[src/rtl/find_extreme_stream.sv]
// Streaming max/min search over LANES elements per beat. It reports the value, position and unmasked count for each frame.
// m_valid rises on the second enabled rising edge counting the edge that takes s_last. A stalled result stalls the whole pipe and s_ready.
module find_extreme_stream #(
  parameter int BWID   = 16,
  parameter int LANES  = 4,
  parameter int IWID   = 16,
  parameter int SIGNED = 0
) (
  input  logic                  clk,
  input  logic                  rst,
  input  logic                  i_mode,
  input  logic                  s_valid,
  output logic                  s_ready,
  input  logic [BWID*LANES-1:0] s_data,
  input  logic [LANES-1:0]      s_mask,
  input  logic                  s_last,
  output logic                  m_valid,
  input  logic                  m_ready,
  output logic [BWID-1:0]       m_data,
  output logic [IWID-1:0]       m_index,
  output logic [IWID-1:0]       m_count,
  output logic                  m_empty
);

  localparam int LW  = (LANES > 1) ? $clog2(LANES) : 1;
  localparam int CW  = $clog2(LANES + 1);
  localparam int IW1 = IWID + 1;

  // Strict comparison: a candidate only displaces the incumbent if it is better.
  // Equal values therefore resolve to the lower position.
  function automatic logic better(input logic [BWID-1:0] a, input logic [BWID-1:0] b,
                                  input logic mn);
    logic gt, lt;
    if (SIGNED != 0) begin
      gt = $signed(a) > $signed(b);
      lt = $signed(a) < $signed(b);
    end else begin
      gt = a > b;
      lt = a < b;
    end
    return mn ? lt : gt;
  endfunction

  logic            en;
  logic            accept;
  logic            mode_use;

  logic [IWID-1:0] pos_q;
  logic            first_q;
  logic            mode_q;

  logic            s1_vld_q, s1_last_q, s1_any_q, s1_mode_q;
  logic [BWID-1:0] s1_val_q;
  logic [IWID-1:0] s1_idx_q;
  logic [CW-1:0]   s1_cnt_q;

  logic            acc_any_q;
  logic [BWID-1:0] acc_val_q;
  logic [IWID-1:0] acc_idx_q;
  logic [IWID-1:0] acc_cnt_q;

  logic            m_valid_q, m_empty_q;
  logic [BWID-1:0] m_data_q;
  logic [IWID-1:0] m_index_q, m_count_q;

  logic            lw_any;
  logic [BWID-1:0] lw_val;
  logic [LW-1:0]   lw_lane;
  logic [CW-1:0]   lw_cnt;

  logic            take;
  logic            acc_any_d;
  logic [BWID-1:0] acc_val_d;
  logic [IWID-1:0] acc_idx_d;
  logic [IWID-1:0] acc_cnt_d;
  logic [IW1-1:0]  cnt_sum;

  assign en       = !m_valid_q || m_ready;
  assign s_ready  = en;
  assign accept   = s_valid && en;
  assign mode_use = first_q ? i_mode : mode_q;

  // Beat-local winner, scanned from lane 0 upward.
  always_comb begin
    lw_any  = 1'b0;
    lw_val  = '0;
    lw_lane = '0;
    lw_cnt  = '0;
    for (int k = 0; k < LANES; k++) begin
      if (s_mask[k]) begin
        lw_cnt = lw_cnt + CW'(1);
        if (!lw_any || better(s_data[k*BWID +: BWID], lw_val, mode_use)) begin
          lw_any  = 1'b1;
          lw_val  = s_data[k*BWID +: BWID];
          lw_lane = LW'(k);
        end
      end
    end
  end

  // The accumulator holds earlier positions, so it keeps ties.
  always_comb begin
    take      = s1_any_q && (!acc_any_q || better(s1_val_q, acc_val_q, s1_mode_q));
    acc_any_d = acc_any_q || s1_any_q;
    acc_val_d = take ? s1_val_q : acc_val_q;
    acc_idx_d = take ? s1_idx_q : acc_idx_q;
    cnt_sum   = {1'b0, acc_cnt_q} + IW1'(s1_cnt_q);
    acc_cnt_d = cnt_sum[IWID] ? {IWID{1'b1}} : cnt_sum[IWID-1:0];
  end

  always_ff @(posedge clk or posedge rst) begin
    if (rst) begin
      pos_q     <= '0;
      first_q   <= 1'b1;
      mode_q    <= 1'b0;
      s1_vld_q  <= 1'b0;
      s1_last_q <= 1'b0;
      s1_any_q  <= 1'b0;
      s1_mode_q <= 1'b0;
      s1_val_q  <= '0;
      s1_idx_q  <= '0;
      s1_cnt_q  <= '0;
      acc_any_q <= 1'b0;
      acc_val_q <= '0;
      acc_idx_q <= '0;
      acc_cnt_q <= '0;
      m_valid_q <= 1'b0;
      m_empty_q <= 1'b0;
      m_data_q  <= '0;
      m_index_q <= '0;
      m_count_q <= '0;
    end else if (en) begin
      s1_vld_q <= accept;
      if (accept) begin
        s1_last_q <= s_last;
        s1_any_q  <= lw_any;
        s1_mode_q <= mode_use;
        s1_val_q  <= lw_val;
        s1_idx_q  <= pos_q + IWID'(lw_lane);
        s1_cnt_q  <= lw_cnt;
        pos_q     <= s_last ? '0 : pos_q + IWID'(LANES);
        first_q   <= s_last;
        mode_q    <= mode_use;
      end

      m_valid_q <= s1_vld_q && s1_last_q;
      if (s1_vld_q) begin
        if (s1_last_q) begin
          m_empty_q <= !acc_any_d;
          m_data_q  <= acc_any_d ? acc_val_d : '0;
          m_index_q <= acc_any_d ? acc_idx_d : '0;
          m_count_q <= acc_cnt_d;
          acc_any_q <= 1'b0;
          acc_val_q <= '0;
          acc_idx_q <= '0;
          acc_cnt_q <= '0;
        end else begin
          acc_any_q <= acc_any_d;
          acc_val_q <= acc_val_d;
          acc_idx_q <= acc_idx_d;
          acc_cnt_q <= acc_cnt_d;
        end
      end
    end
  end

  assign m_valid = m_valid_q;
  assign m_data  = m_data_q;
  assign m_index = m_index_q;
  assign m_count = m_count_q;
  assign m_empty = m_empty_q;

endmodule

[config.mk]
export PLATFORM = sky130hd
export DESIGN_NAME = find_extreme_stream
export DESIGN_NICKNAME = d
export VERILOG_FILES = /design/src/rtl/find_extreme_stream.sv
export SDC_FILE = /design/constraint.sdc
export NUM_CORES = 1
export LEC_CHECK = 0
export ABC_AREA = 0
export BUFFER_PORTS_ARGS = -buffer_cell sky130_fd_sc_hd__clkbuf_2
export CORE_ASPECT_RATIO = 0.75
export CORE_UTILIZATION = 43
export CTS_CLUSTER_DIAMETER = 100
export CTS_CLUSTER_SIZE = 30
export DETAILED_ROUTE_END_ITERATION = 8
export MAX_ROUTING_LAYER = met4
export PLACE_DENSITY_LB_ADDON = 0.12
export RECOVER_POWER = 100
export REMOVE_ABC_BUFFERS = 1
export SETUP_SLACK_MARGIN = 0.2
export SYNTH_ARGS = -nofsm -noshare
export SYNTH_HDL_FRONTEND = slang
export SYNTH_SLANG_ARGS = --single-unit
[constraint.sdc]
create_clock -name clk -period 16.15 [get_ports clk]
set_input_delay 3.23 -clock clk [delete_from_list [all_inputs] [get_ports clk]]
set_output_delay 3.23 -clock clk [all_outputs]
set_load 0.005 [all_outputs]
Word level (Yosys, flattened, before mapping)
Cells that the tools add are included.

Register bits after elaboration: 155. Output and inout port bits: 51.

Add/sub/neg operators: 6. $lt $le $gt $ge: 8. Mux-type cells: 45. Reductions and logical operators: 18.

Operator list (number): $mux 16 (16); $gt 16x16->1 (4); $lt 16x16->1 (4); $mux 1 (22); $add 16x3->17 (1); $add 16x2->16 (1); $add 16x3->16 const B (1); $add 3x1->3 const B (3); $mux 3 (3); $mux 2 (4); $logic_not 1->1 (6); $logic_or 1x1->1 (6); $reduce_and 2->1 (2); $logic_and 1x1->1 (3); $reduce_and 3->1 (1).

Depth between registers and ports, before layout
Gate-level depths: netlist (run 1).

Word-level depth: 20. Gate-level depth with buffers: 36. Depth with buffers taken out: 28.

Worst setup path before layout (run 1)
No wires, ideal clock.

Path kind: input to register. Start: input s_mask[0]. End: register s1_idx_q[1]. Library setup time: 117 ps. Arrival time: 10027 ps. Required time: 16033 ps. Slack: 6006 ps. Stages: 33. Path buffers: 7. Cells stage by stage: clkbuf_1 -> clkbuf_1 -> buf_1 -> nand2_1 -> ha_1 -> a21oi_1 -> nand2_1 -> a221o_1 -> nor3_2 -> buf_6 -> mux2_4 -> buf_6 -> a31oi_1 -> ha_1 -> nand3_1 -> nor4_1 -> o21ai_1 -> a41o_1 -> o21a_1 -> clkbuf_1 -> a311oi_1 -> o21bai_1 -> ha_1 -> a21o_1 -> a21o_1 -> a221o_1 -> o31a_1 -> o31ai_2 -> buf_2 -> nand2_1 -> ha_1 -> nand2_1 -> nand2_1.

Cells in the longest elaborated chain, start to end: 20.

Ends and longest elaborated chain: start: declaration (RTL line 15) `input logic [LANES-1:0] s_mask,`; $mux 16 (RTL line 90) `if (s_mask[k]) begin`; $gt 16x16->1 or $lt 16x16->1 (tied branches) (RTL line 38, 39); $mux 1 (RTL line 90); $mux 1 (RTL line 41) `return mn ? lt : gt;`; $logic_or 1x1->1 (RTL line 92) `if (!lw_any || better(s_data[k*BWID +: BWID], lw_val, mode_use)) begin`; $mux 16 (RTL line 92); $mux 16 (RTL line 90); $gt 16x16->1 or $lt 16x16->1 (tied branches) (RTL line 38, 39); (+4 left out); $mux 16 (RTL line 90); $gt 16x16->1 or $lt 16x16->1 (tied branches) (RTL line 38, 39); $mux 1 (RTL line 90); $mux 1 (RTL line 41); $logic_or 1x1->1 (RTL line 92); $mux 2 (RTL line 92); $mux 2 * (RTL line 90); $add 16x2->16 * (RTL line 139) `s1_idx_q <= pos_q + IWID'(lw_lane);`; end signal: assignment (RTL line 139); end: declaration (RTL line 54) `logic [IWID-1:0] s1_idx_q;`.

Every way passes the cells marked *; elsewhere a longest branch is shown, timed or not. The select of a mux whose other input is x is not followed. A chain may end at the register's enable or synchronous reset.

Final worst setup path (run 1)
Same ends and word-level chain as after synthesis.

==> results.sh, run 1 <==
export IMPL_drive_above_1_share_pct=13.5
export IMPL_area_delta_synth_final_pct=14.4
export IMPL_synth_cell_types=62
export IMPL_clkLatencyLatePin_ps=430
export IMPL_crit_type="in2reg"
export IMPL_reg2reg_setup_slack_ps=7830
export IMPL_hold_violations=0
export IMPL_r2r_start="first_q"
export IMPL_crit_path_end_kind="register"
export IMPL_grt_max_degree=85
export IMPL_grt_overflow_total=0
export IMPL_fin_cells=1485
export IMPL_grt_pass1_vias=8129
export IMPL_ioPinCount=125
export IMPL_yosys_area_top_type="dfrtp_1"
export IMPL_drc=0
export IMPL_synth_area_top_cells="dfrtp_1, ha_1, nand2_1"
export IMPL_maxCapViolations=8
export IMPL_fin_skew_ps=12.1
export IMPL_yosysWarnings=0
export IMPL_rsz0062_at_grt="no"
export IMPL_cellLeakagePower_nw=5.03
export IMPL_critPathCapture="s1_idx_q[1]"
export IMPL_cts_buffers=17
export IMPL_port_buffer_count=124
export IMPL_post_route_min_period_ps=13170
export IMPL_antenna_cells=0
export IMPL_p_total_mw=1.52
export IMPL_drt_iter0_drc=728
export IMPL_first_pass_iters=5
export IMPL_ys_flop_type="dfrtp_1"
export IMPL_fin_tns_setup_ps=0
export IMPL_finalMaxSlewViolations=350
export IMPL_synth_compound_area_share_pct=24.6
export IMPL_rows=47
export IMPL_slowest_stage="o21ai_0"
export IMPL_clk_pin_slew_ps=60
export IMPL_worstPathArrival_ps=13480
export IMPL_die_w_um=175
export IMPL_syn_area_um2=9680
export IMPL_synthSimpleGateAreaFrac_pct=18.0
export IMPL_antenna_found_initial=0
export IMPL_drt_wl_total_um=27500
export IMPL_finalSetupViolations=0
export IMPL_avgSynthCellArea_um2=8.86
export IMPL_place_inst=1453
export IMPL_cts_sinks=153
export IMPL_grt_pass1_wl_um=44200
export IMPL_crit_start="s_mask[0]"
export IMPL_fin_nets=1325
export IMPL_worst_slew_pin_slew_ps=3820
export IMPL_rr_endpoint="s1_idx_q[1]"
export IMPL_critPathRequiredTime_ps=16460
export IMPL_synth_edf_count=0
export IMPL_path_max_fanout=37
export IMPL_synth_top_cell_area_share_pct=39.3
export IMPL_powerDensity_nw_per_um2=137
export IMPL_violations="max-capacitance violations, max-slew violations"
export IMPL_start_util_pct=43.9
export IMPL_detail_route_antenna_nets=0
export IMPL_min_path_type="reg2reg"
export IMPL_outcome="complete, but fails checks"
export IMPL_hold_buffers=0
export IMPL_grtUsageTotal_pct=25.0
export IMPL_fillers=2140
export IMPL_synthXorXnorAreaFrac_pct=2.53
export IMPL_cpMostUsedCell="nand2_1"
export IMPL_ys_seq_elements=153
export IMPL_core_area_um2=22100
export IMPL_post_cts_buffers=0
export IMPL_crit_path_max_incr_delay_ps=1730
export IMPL_gp_congestion=0.948
export IMPL_yosysSeqAreaShare_pct=39.6
export IMPL_cts_resized=0
export IMPL_die_y_um=132
export IMPL_vias=8638
export IMPL_die_area_um2=23100
export IMPL_routed_via_density=5.82
export IMPL_cts_tree="done"
export IMPL_hpwl_um=19400
export IMPL_syn_inst=1093
export IMPL_htree_levels=4
export IMPL_ir_worst_vdd_mv=0.0973
export IMPL_reg2reg_depth=25
export IMPL_synthAdderAreaFrac_pct=9.51
export IMPL_cts_root_buf="clkbuf_16"
export IMPL_synth_mux_area_share_pct=0.905
export IMPL_slew_headroom_pct=-156
export IMPL_routedWlPerCell_um=18.5
export IMPL_startpoint_type="primary input"
export IMPL_fin_util_pct=50.2
export IMPL_max_freq_mhz=75.9
export IMPL_timing_final_crit_share_pct=81.6
export IMPL_synth_top_family_by_area="compound AO/OA/AOI/OAI gates"
export IMPL_async_reset_ff_share_pct=100
export IMPL_clock_path_buffers=2
[logic make-up after synthesis]
| group | after synthesis |
|---|---|
| AO/OA/AOI/OAI | 327 |
| other | 1 |
| flip-flops | 153 |
| AND/OR/NAND/NOR | 383 |
| adder cells (fa/ha/maj) | 73 |
| buffers and inverters | 120 |
| XOR/XNOR | 28 |
| multiplexers | 8 |
[layout by cell type (no fill, tap or decap), types with 17 or more instances in the layout]
| cell type | n |
|---|---|
| nand2_1 | 193 |
| dfrtp_1 | 152 |
| clkbuf_2 | 104 |
| ha_1 | 72 |
| nor2_1 | 62 |
| o21ai_0 | 48 |
| inv_1 | 48 |
| nand3_1 | 39 |
| a21oi_1 | 38 |
| o221ai_1 | 32 |
| a22o_1 | 32 |
| o211ai_1 | 28 |
| a31oi_1 | 26 |
| clkbuf_1 | 25 |
| nand4_1 | 19 |
| o21bai_1 | 18 |
| clkbuf_16 | 17 |
[critical path, delay by kind of cell]
family	cells	cell delay [ps]
AOI/OAI and AO/OA	10	3960
adders and majority gates	4	1180
buffers and inverters	3	1470
muxes	1	510
and+or+nand+nor	11	3080
[cells in the mapped netlist, types with 8 or more instances]
master,number
dfrtp_1,152
o21a_1,13
nor2_1,62
nand3_1,39
and3_1,15
a22o_1,32
o211a_1,8
o211ai_1,28
o221ai_1,33
a311oi_1,8
clkbuf_1,53
nand2_1,193
a21o_1,16
o21ai_0,37
a2bb2oi_1,16
xor2_1,13
inv_1,49
xnor2_1,15
a211oi_1,8
o21ai_1,19
a21oi_1,38
nor2b_1,9
o21bai_1,18
nor4_1,11
or3_1,11
ha_1,72
nand4_1,19
a31oi_1,26
buf_2,10
[area by class of cell]
class	count	area, um2	area share (%)
multi-input combinational	820	5400	48.7
inverter	49	185	1.67
timing repair buffer	137	674	6.09
sequential	153	3830	34.6
clock buffer	19	453	4.09
tap	294	368	3.32
clock inverter	13	168	1.51
[through the flow]
stage	hold slack [ps]	instance area [um2]	setup WS (ps)
5_1_grt	513	11100	2220
6_report	481	11100	2980
3_3_place_gp	466	10500	4570
2_1_floorplan	454	9390	3930
4_1_cts	488	11100	4970
3_5_place_dp	475	10500	4550
[layer usage]
layer / global-route usage (%) / vias up / part of all wire (%)
met5: - / - / 0
met4: 5.41 / 0 / 1.1
met3: 3.66 / 26 / 5.5
met2: 33.8 / 254 / 40
met1: 38.9 / 4194 / 53
li1: - / 4164 / -
[sequential cells by signal, summed over array words and instances, names as in the netlist, 3 cells and up]
register,cells
pos_q,14
m_data,16
acc_val_q,16
acc_idx_q,16
acc_cnt_q,16
m_count,16
s1_idx_q,16
s1_val_q,16
m_index,16
s1_cnt_q,3
[where the power goes]
part / total [mW] / internal (mW) / switching (mW) / leakage, nW
clock: 0.418 / 0.253 / 0.165 / 0.300
sequential: 0.552 / 0.477 / 0.0757 / 2.01
combinational: 0.548 / 0.216 / 0.333 / 2.72
total: 1.52 / 0.945 / 0.573 / 5.03
[worst min-delay path by stage]
stage                             from           end  slack (ps)  cells after the start
final                     acc_cnt_q[2]  acc_cnt_q[2]         480                      1
after floorplan           acc_cnt_q[2]  acc_cnt_q[2]         450                      1
after global routing       m_index[13]   m_index[13]         510                      2
after global placement    acc_cnt_q[2]  acc_cnt_q[2]         470                      1
after detailed placement     m_data[9]     m_data[9]         480                      2
after CTS                 acc_cnt_q[2]  acc_cnt_q[2]         490                      1
Power figures use the tool's default switching activity.
==> inputs of run 2 (changes only) <==
--- a/config.mk
+++ b/config.mk
@@ -5,7 +5,7 @@
 export SDC_FILE = /design/constraint.sdc
 export NUM_CORES = 1
 export LEC_CHECK = 0
-export ABC_AREA = 0
+export ABC_AREA = 1
 export BUFFER_PORTS_ARGS = -buffer_cell sky130_fd_sc_hd__clkbuf_2
 export CORE_ASPECT_RATIO = 0.75
 export CORE_UTILIZATION = 43
==> constraint.sdc (replaced) <==
create_clock -name clk -period 11.79 [get_ports clk]
set_input_delay 2.358 -clock clk [delete_from_list [all_inputs] [get_ports clk]]
set_output_delay 2.358 -clock clk [all_outputs]
set_load 0.005 [all_outputs]
==> results.sh, run 2 <==
export IMPL_drt_wl_total_um=24200
export IMPL_p_int_mw=1.26
export IMPL_grtUsageTotal_pct=22.4
export IMPL_place_inst=1664
export IMPL_grt_pass1_wl_um=40800
export IMPL_first_pass_iters=5
export IMPL_ys_flop_type="dfrtp_1"
export IMPL_clk_pin_slew_ps=70
export IMPL_synth_edf_count=0
export IMPL_crit_path_end_kind="register"
export IMPL_powerDensity_nw_per_um2=185
export IMPL_path_max_fanout=28
export IMPL_place_ws_ps=2890
export IMPL_synth_area_top_cells="dfrtp_1, nand2_1, ha_1"
export IMPL_grt_max_degree=95
export IMPL_p_clk_share_pct=26.8
export IMPL_detail_route_antenna_nets=0
export IMPL_slew_headroom_pct=-182
export IMPL_yosysWarnings=0
export IMPL_comb_power_share_pct=36.9
export IMPL_die_w_um=177
export IMPL_yosys_area_top_type="dfrtp_1"
export IMPL_clkLatencyLatePin_ps=430
export IMPL_max_freq_mhz=104
export IMPL_area_delta_synth_final_pct=13.4
export IMPL_die_area_um2=23600
export IMPL_vias=8556
export IMPL_crit_buf_inv=1
export IMPL_final_cell_mix="nand2_1, dfrtp_1, nand3_1"
export IMPL_syn_inst=1291
export IMPL_routedWlPerCell_um=14.3
export IMPL_fin_tns_setup_ps=0
export IMPL_timing_final_crit_share_pct=81.4
export IMPL_ioPinCount=125
export IMPL_gp_congestion=0.902
export IMPL_worst_slew_pin_slew_ps=4200
export IMPL_drc=0
export IMPL_critPathRequiredTime_ps=12100
export IMPL_fin_cells=1696
export IMPL_grt_pass1_vias=8204
export IMPL_syn_area_um2=9860
export IMPL_crit_type="in2reg"
export IMPL_crit_path_max_incr_delay_ps=870
export IMPL_violations="max-capacitance violations, max-slew violations"
export IMPL_fin_util_pct=50.2
export IMPL_hold_buffers=0
export IMPL_cellLeakagePower_nw=5.79
export IMPL_cts_tree="done"
export IMPL_hold_violations=0
export IMPL_routed_via_density=5.04
export IMPL_ys_seq_elements=153
export IMPL_port_buffer_count=124
export IMPL_slowest_stage="clkbuf_1"
export IMPL_core_area_um2=22300
export IMPL_finalSetupViolations=0
export IMPL_drt_iter0_drc=493
export IMPL_htree_levels=4
export IMPL_holdWs_ps=475
export IMPL_start_util_pct=44.3
export IMPL_cts_sinks=153
export IMPL_outcome="complete, but fails checks"
export IMPL_layout_commonest_cell="nand2_1"
export IMPL_die_y_um=133
export IMPL_worstPathArrival_ps=9910
export IMPL_antenna_found_initial=0
export IMPL_synth_top_cell_area_share_pct=38.6
export IMPL_cts_buffers=17
export IMPL_rsz0062_at_grt="no"
export IMPL_cpMostUsedCell="nand2_1"
export IMPL_synth_commonest_cells="nand2_1, dfrtp_1, nand3_1"
export IMPL_clock_path_buffers=2
export IMPL_fin_nets=1536
export IMPL_drive_above_1_share_pct=13.2
export IMPL_antenna_cells=0
export IMPL_min_path_type="reg2reg"
export IMPL_synth_cell_types=48
export IMPL_power_frac_seq_pct=36.3
export IMPL_yosysSeqAreaShare_pct=38.8
export IMPL_avgSynthCellArea_um2=7.64
export IMPL_p_switching_mw=0.813
export IMPL_grt_overflow_total=0
export IMPL_worst_slack_ps=2200
export IMPL_fin_skew_ps=16.5
export IMPL_cp_top_family="simple AND/OR/NAND/NOR gates"
export IMPL_finalMaxSlewViolations=344
export IMPL_post_cts_buffers=0
export IMPL_ir_worst_vdd_mv=0.133
export IMPL_hpwl_um=17200
export IMPL_cts_resized=0
export IMPL_post_route_min_period_ps=9590
export IMPL_maxCapViolations=6
export IMPL_yosysMostFrequentCell="nand2_1"
export IMPL_p_sw_share_pct=39.2
export IMPL_rows=47
export IMPL_startpoint_type="primary input"
export IMPL_cts_root_buf="clkbuf_16"
export IMPL_async_reset_ff_share_pct=100
==> run 2: cell count changes after synthesis, sizes merged, moves of 23 or more <==
| cell | before | now |
|---|---|---|
| a22o | 32 | 0 |
| a31oi | 26 | 3 |
| inv | 49 | 129 |
| o221ai | 33 | 0 |
| nand2 | 193 | 417 |
| o211ai | 28 | 0 |
| nand3b | 1 | 53 |
| clkbuf | 53 | 22 |
| nand3 | 39 | 150 |
==> run 2: kinds of logic (layout without fill, tap and decap cells) <==
family,after synthesis,count (layout),share of synthesized area (%)
compound gates,128,128,7.19
xor+xnor,16,16,1.42
fa+ha+maj,73,73,9.34
buf+inv,182,293,7.41
flops,153,153,38.8
other cells,1,1,0.0380
simple gates,738,738,35.8
==> run 2: per-stage QoR <==
| stage | total power, mW | cell area (um2) |
|---|---|---|
| floorplan | 1.28 | 9630 |
| global placement | 1.52 | 10700 |
| detailed placement | 1.53 | 10700 |
| CTS | 2.10 | 11300 |
| global route | 2.25 | 11200 |
| finish | 2.07 | 11200 |
==> run 2: layout make-up <==
class | instances | area, um2
Timing Repair Buffer | 129 | 612
Sequential cell | 153 | 3830
Inverter | 132 | 497
Clock inverter | 15 | 166
Fill cell | 2168 | 11100
Multi-Input combinational cell | 956 | 5290
Clock buffer | 17 | 425
Tap cell | 294 | 368
==> run 2: routing by layer <==
metal  GRT usage (%)  vias up  part of all wire (%)
li1                -     4415                     -
met1            32.2     3977                    52
met2            33.3      151                    43
met3            3.54       13                   3.6
met4            4.55        0                  0.76
met5               -        -                     0
==> run 2: worst reg2reg max path: cells and delay by family, from the launching register on <==
family          cells  cell delay [ps]
compound gates      6              940
fa+ha+maj           3              820
flops               1              570
simple gates       24             4100
==> run 2: final timing paths <==
path,start,end,slack (ps),cells past startpoint
setup / recovery,s_mask[0],s1_idx_q[1],2200,38
hold / removal,s1_idx_q[15],s1_idx_q[15],480,2
setup reg to reg,first_q,s1_idx_q[1],5220,33
hold reg to reg,s1_idx_q[15],s1_idx_q[15],480,2
max in group asynchronous,rst,acc_val_q[15],4420,3
min in group asynchronous,rst,m_valid,3180,2
==> run 2: power groups by stage <==
stage	Sequential, mW	Combinational, mW	Clock [mW]
after floorplan	0.749	0.532	0
after global placement	0.758	0.759	0
after global routing	0.770	0.892	0.590
after detailed placement	0.759	0.775	0
after CTS	0.751	0.781	0.569
final	0.752	0.765	0.555
==> inputs of run 3 (changes only) <==
==> constraint.sdc (replaced) <==
create_clock -name clk -period 8.3 [get_ports clk]
set_input_delay 1.66 -clock clk [delete_from_list [all_inputs] [get_ports clk]]
set_output_delay 1.66 -clock clk [all_outputs]
set_load 0.005 [all_outputs]
==> results.sh, run 3 (synthesis gave the netlist of run 2 again) <==
export IMPL_slowest_stage="nand2_2"
export IMPL_worst_slack_ps=826
export IMPL_grt_max_degree=89
export IMPL_cts_tree="done"
export IMPL_outcome="complete, but fails checks"
export IMPL_violations="max-capacitance violations, max-slew violations"
export IMPL_p_sw_share_pct=38.0
export IMPL_grt_overflow_total=0
export IMPL_crit_path_end_kind="register"
export IMPL_powerDensity_nw_per_um2=267
export IMPL_crit_type="in2reg"
export IMPL_area_delta_synth_final_pct=14.0
export IMPL_cts_sinks=153
export IMPL_hold_violations=0
export IMPL_grt_pass1_vias=8290
export IMPL_p_int_mw=1.86
export IMPL_cts_root_buf="clkbuf_16"
export IMPL_rsz0062_at_grt="no"
export IMPL_die_y_um=133
export IMPL_ioPinCount=125
export IMPL_gp_congestion=0.917
export IMPL_fin_tns_setup_ps=0
export IMPL_hold_buffers=0
export IMPL_hpwl_um=17300
export IMPL_grtUsageTotal_pct=22.9
export IMPL_fin_skew_ps=11.9
export IMPL_startpoint_type="primary input"
export IMPL_layout_commonest_cell="nand2_1"
export IMPL_port_buffer_count=124
export IMPL_drive_above_1_share_pct=13.5
export IMPL_first_pass_iters=5
export IMPL_ir_worst_vdd_mv=0.170
export IMPL_critPathRequiredTime_ps=8610
export IMPL_htree_levels=4
export IMPL_die_area_um2=23600
export IMPL_drt_iter0_drc=492
export IMPL_cellLeakagePower_nw=5.83
export IMPL_path_max_fanout=21
export IMPL_detail_route_antenna_nets=0
export IMPL_start_util_pct=44.3
export IMPL_worst_slew_pin_slew_ps=3930
export IMPL_crit_path_max_incr_delay_ps=420
export IMPL_drc=0
export IMPL_clk_pin_slew_ps=60
export IMPL_p_clk_share_pct=27.9
export IMPL_worstPathArrival_ps=7780
export IMPL_antenna_found_initial=0
export IMPL_drt_wl_total_um=24500
export IMPL_die_w_um=177
export IMPL_grt_pass1_wl_um=41900
export IMPL_finalMaxSlewViolations=345
export IMPL_min_path_type="reg2reg"
export IMPL_holdWs_ps=476
export IMPL_final_cell_mix="nand2_1, dfrtp_1, nand3_1"
export IMPL_rows=47
export IMPL_max_freq_mhz=134
export IMPL_slew_headroom_pct=-164
export IMPL_routedWlPerCell_um=14.4
export IMPL_cpMostUsedCell="nand2_1"
export IMPL_fin_nets=1539
export IMPL_clkLatencyLatePin_ps=420
export IMPL_p_total_mw=3.00
export IMPL_cts_resized=0
export IMPL_post_cts_buffers=0
export IMPL_fin_cells=1697
export IMPL_comb_power_share_pct=36.4
export IMPL_fillers=2234
export IMPL_place_ws_ps=658
export IMPL_p_switching_mw=1.14
export IMPL_finalSetupViolations=0
export IMPL_core_area_um2=22300
export IMPL_power_frac_seq_pct=35.7
export IMPL_clock_path_buffers=2
export IMPL_post_route_min_period_ps=7470
export IMPL_maxCapViolations=6
export IMPL_cts_buffers=17
export IMPL_antenna_cells=0
export IMPL_vias=8549
export IMPL_routed_via_density=5.04
export IMPL_timing_final_crit_share_pct=90.0
export IMPL_place_inst=1667
## run 3: cell types whose count changed in the layout (fill, tap and decap cells not counted), sizes merged
| cell | previous run | this run |
|---|---|---|
| inv | 134 | 129 |
| buf | 2 | 6 |
| clkbuf | 144 | 145 |
| clkinvlp | 6 | 3 |
| clkinv | 5 | 7 |
| bufinv | 2 | 4 |
## run 3: area by class of cell
type                            instances  area, um2  area share, %
Multi-Input combinational cell        956       5290           47.0
Sequential cell                       153       3830           34.1
Tap cell                              294        368           3.27
Clock buffer                           19        453           4.03
Inverter                              132        497           4.42
Clock inverter                         11        171           1.52
Timing Repair Buffer                  132        638           5.67
## run 3: worst paths after layout
check	from	end	slack [ps]	depth (start not counted)
max	s_mask[0]	s1_idx_q[1]	830	37
min	m_index[3]	m_index[3]	480	2
max reg2reg	m_valid	m_data[5]	2210	9
min reg2reg	m_index[3]	m_index[3]	480	2
max in group asynchronous	rst	acc_val_q[0]	3000	3
min in group asynchronous	rst	m_valid	2400	2
## run 3: critical path, delay by kind of cell
family,cells,cell delay (ps)
fa+ha+maj,4,1140
simple gates,27,3700
buf+inv,1,360
compound gates,5,880
## run 3: layer usage
layer / vias up / GRT usage, % / part of all wire, %
li1: 4420 / - / -
met1: 3969 / 34.3 / 53
met2: 145 / 33.3 / 43
met3: 15 / 3.28 / 3.4
met4: 0 / 3.54 / 0.53
met5: - / - / 0
## run 3: stage by stage
step | utilization, % | cell area, um2
after floorplan | - | 9630
after global placement | 48.0 | 10700
after detailed placement | 48.0 | 10700
after CTS | 50.8 | 11300
after global routing | 50.5 | 11200
final | 50.5 | 11200
## run 3: power groups by stage
stage                     combinational [mW]  sequential, mW  clock (mW)
final                                   1.09            1.07       0.836
after floorplan                        0.756            1.06           0
after global routing                    1.28            1.10       0.885
after detailed placement                1.10            1.08           0
after CTS                               1.11            1.07       0.852
after global placement                  1.08            1.08           0
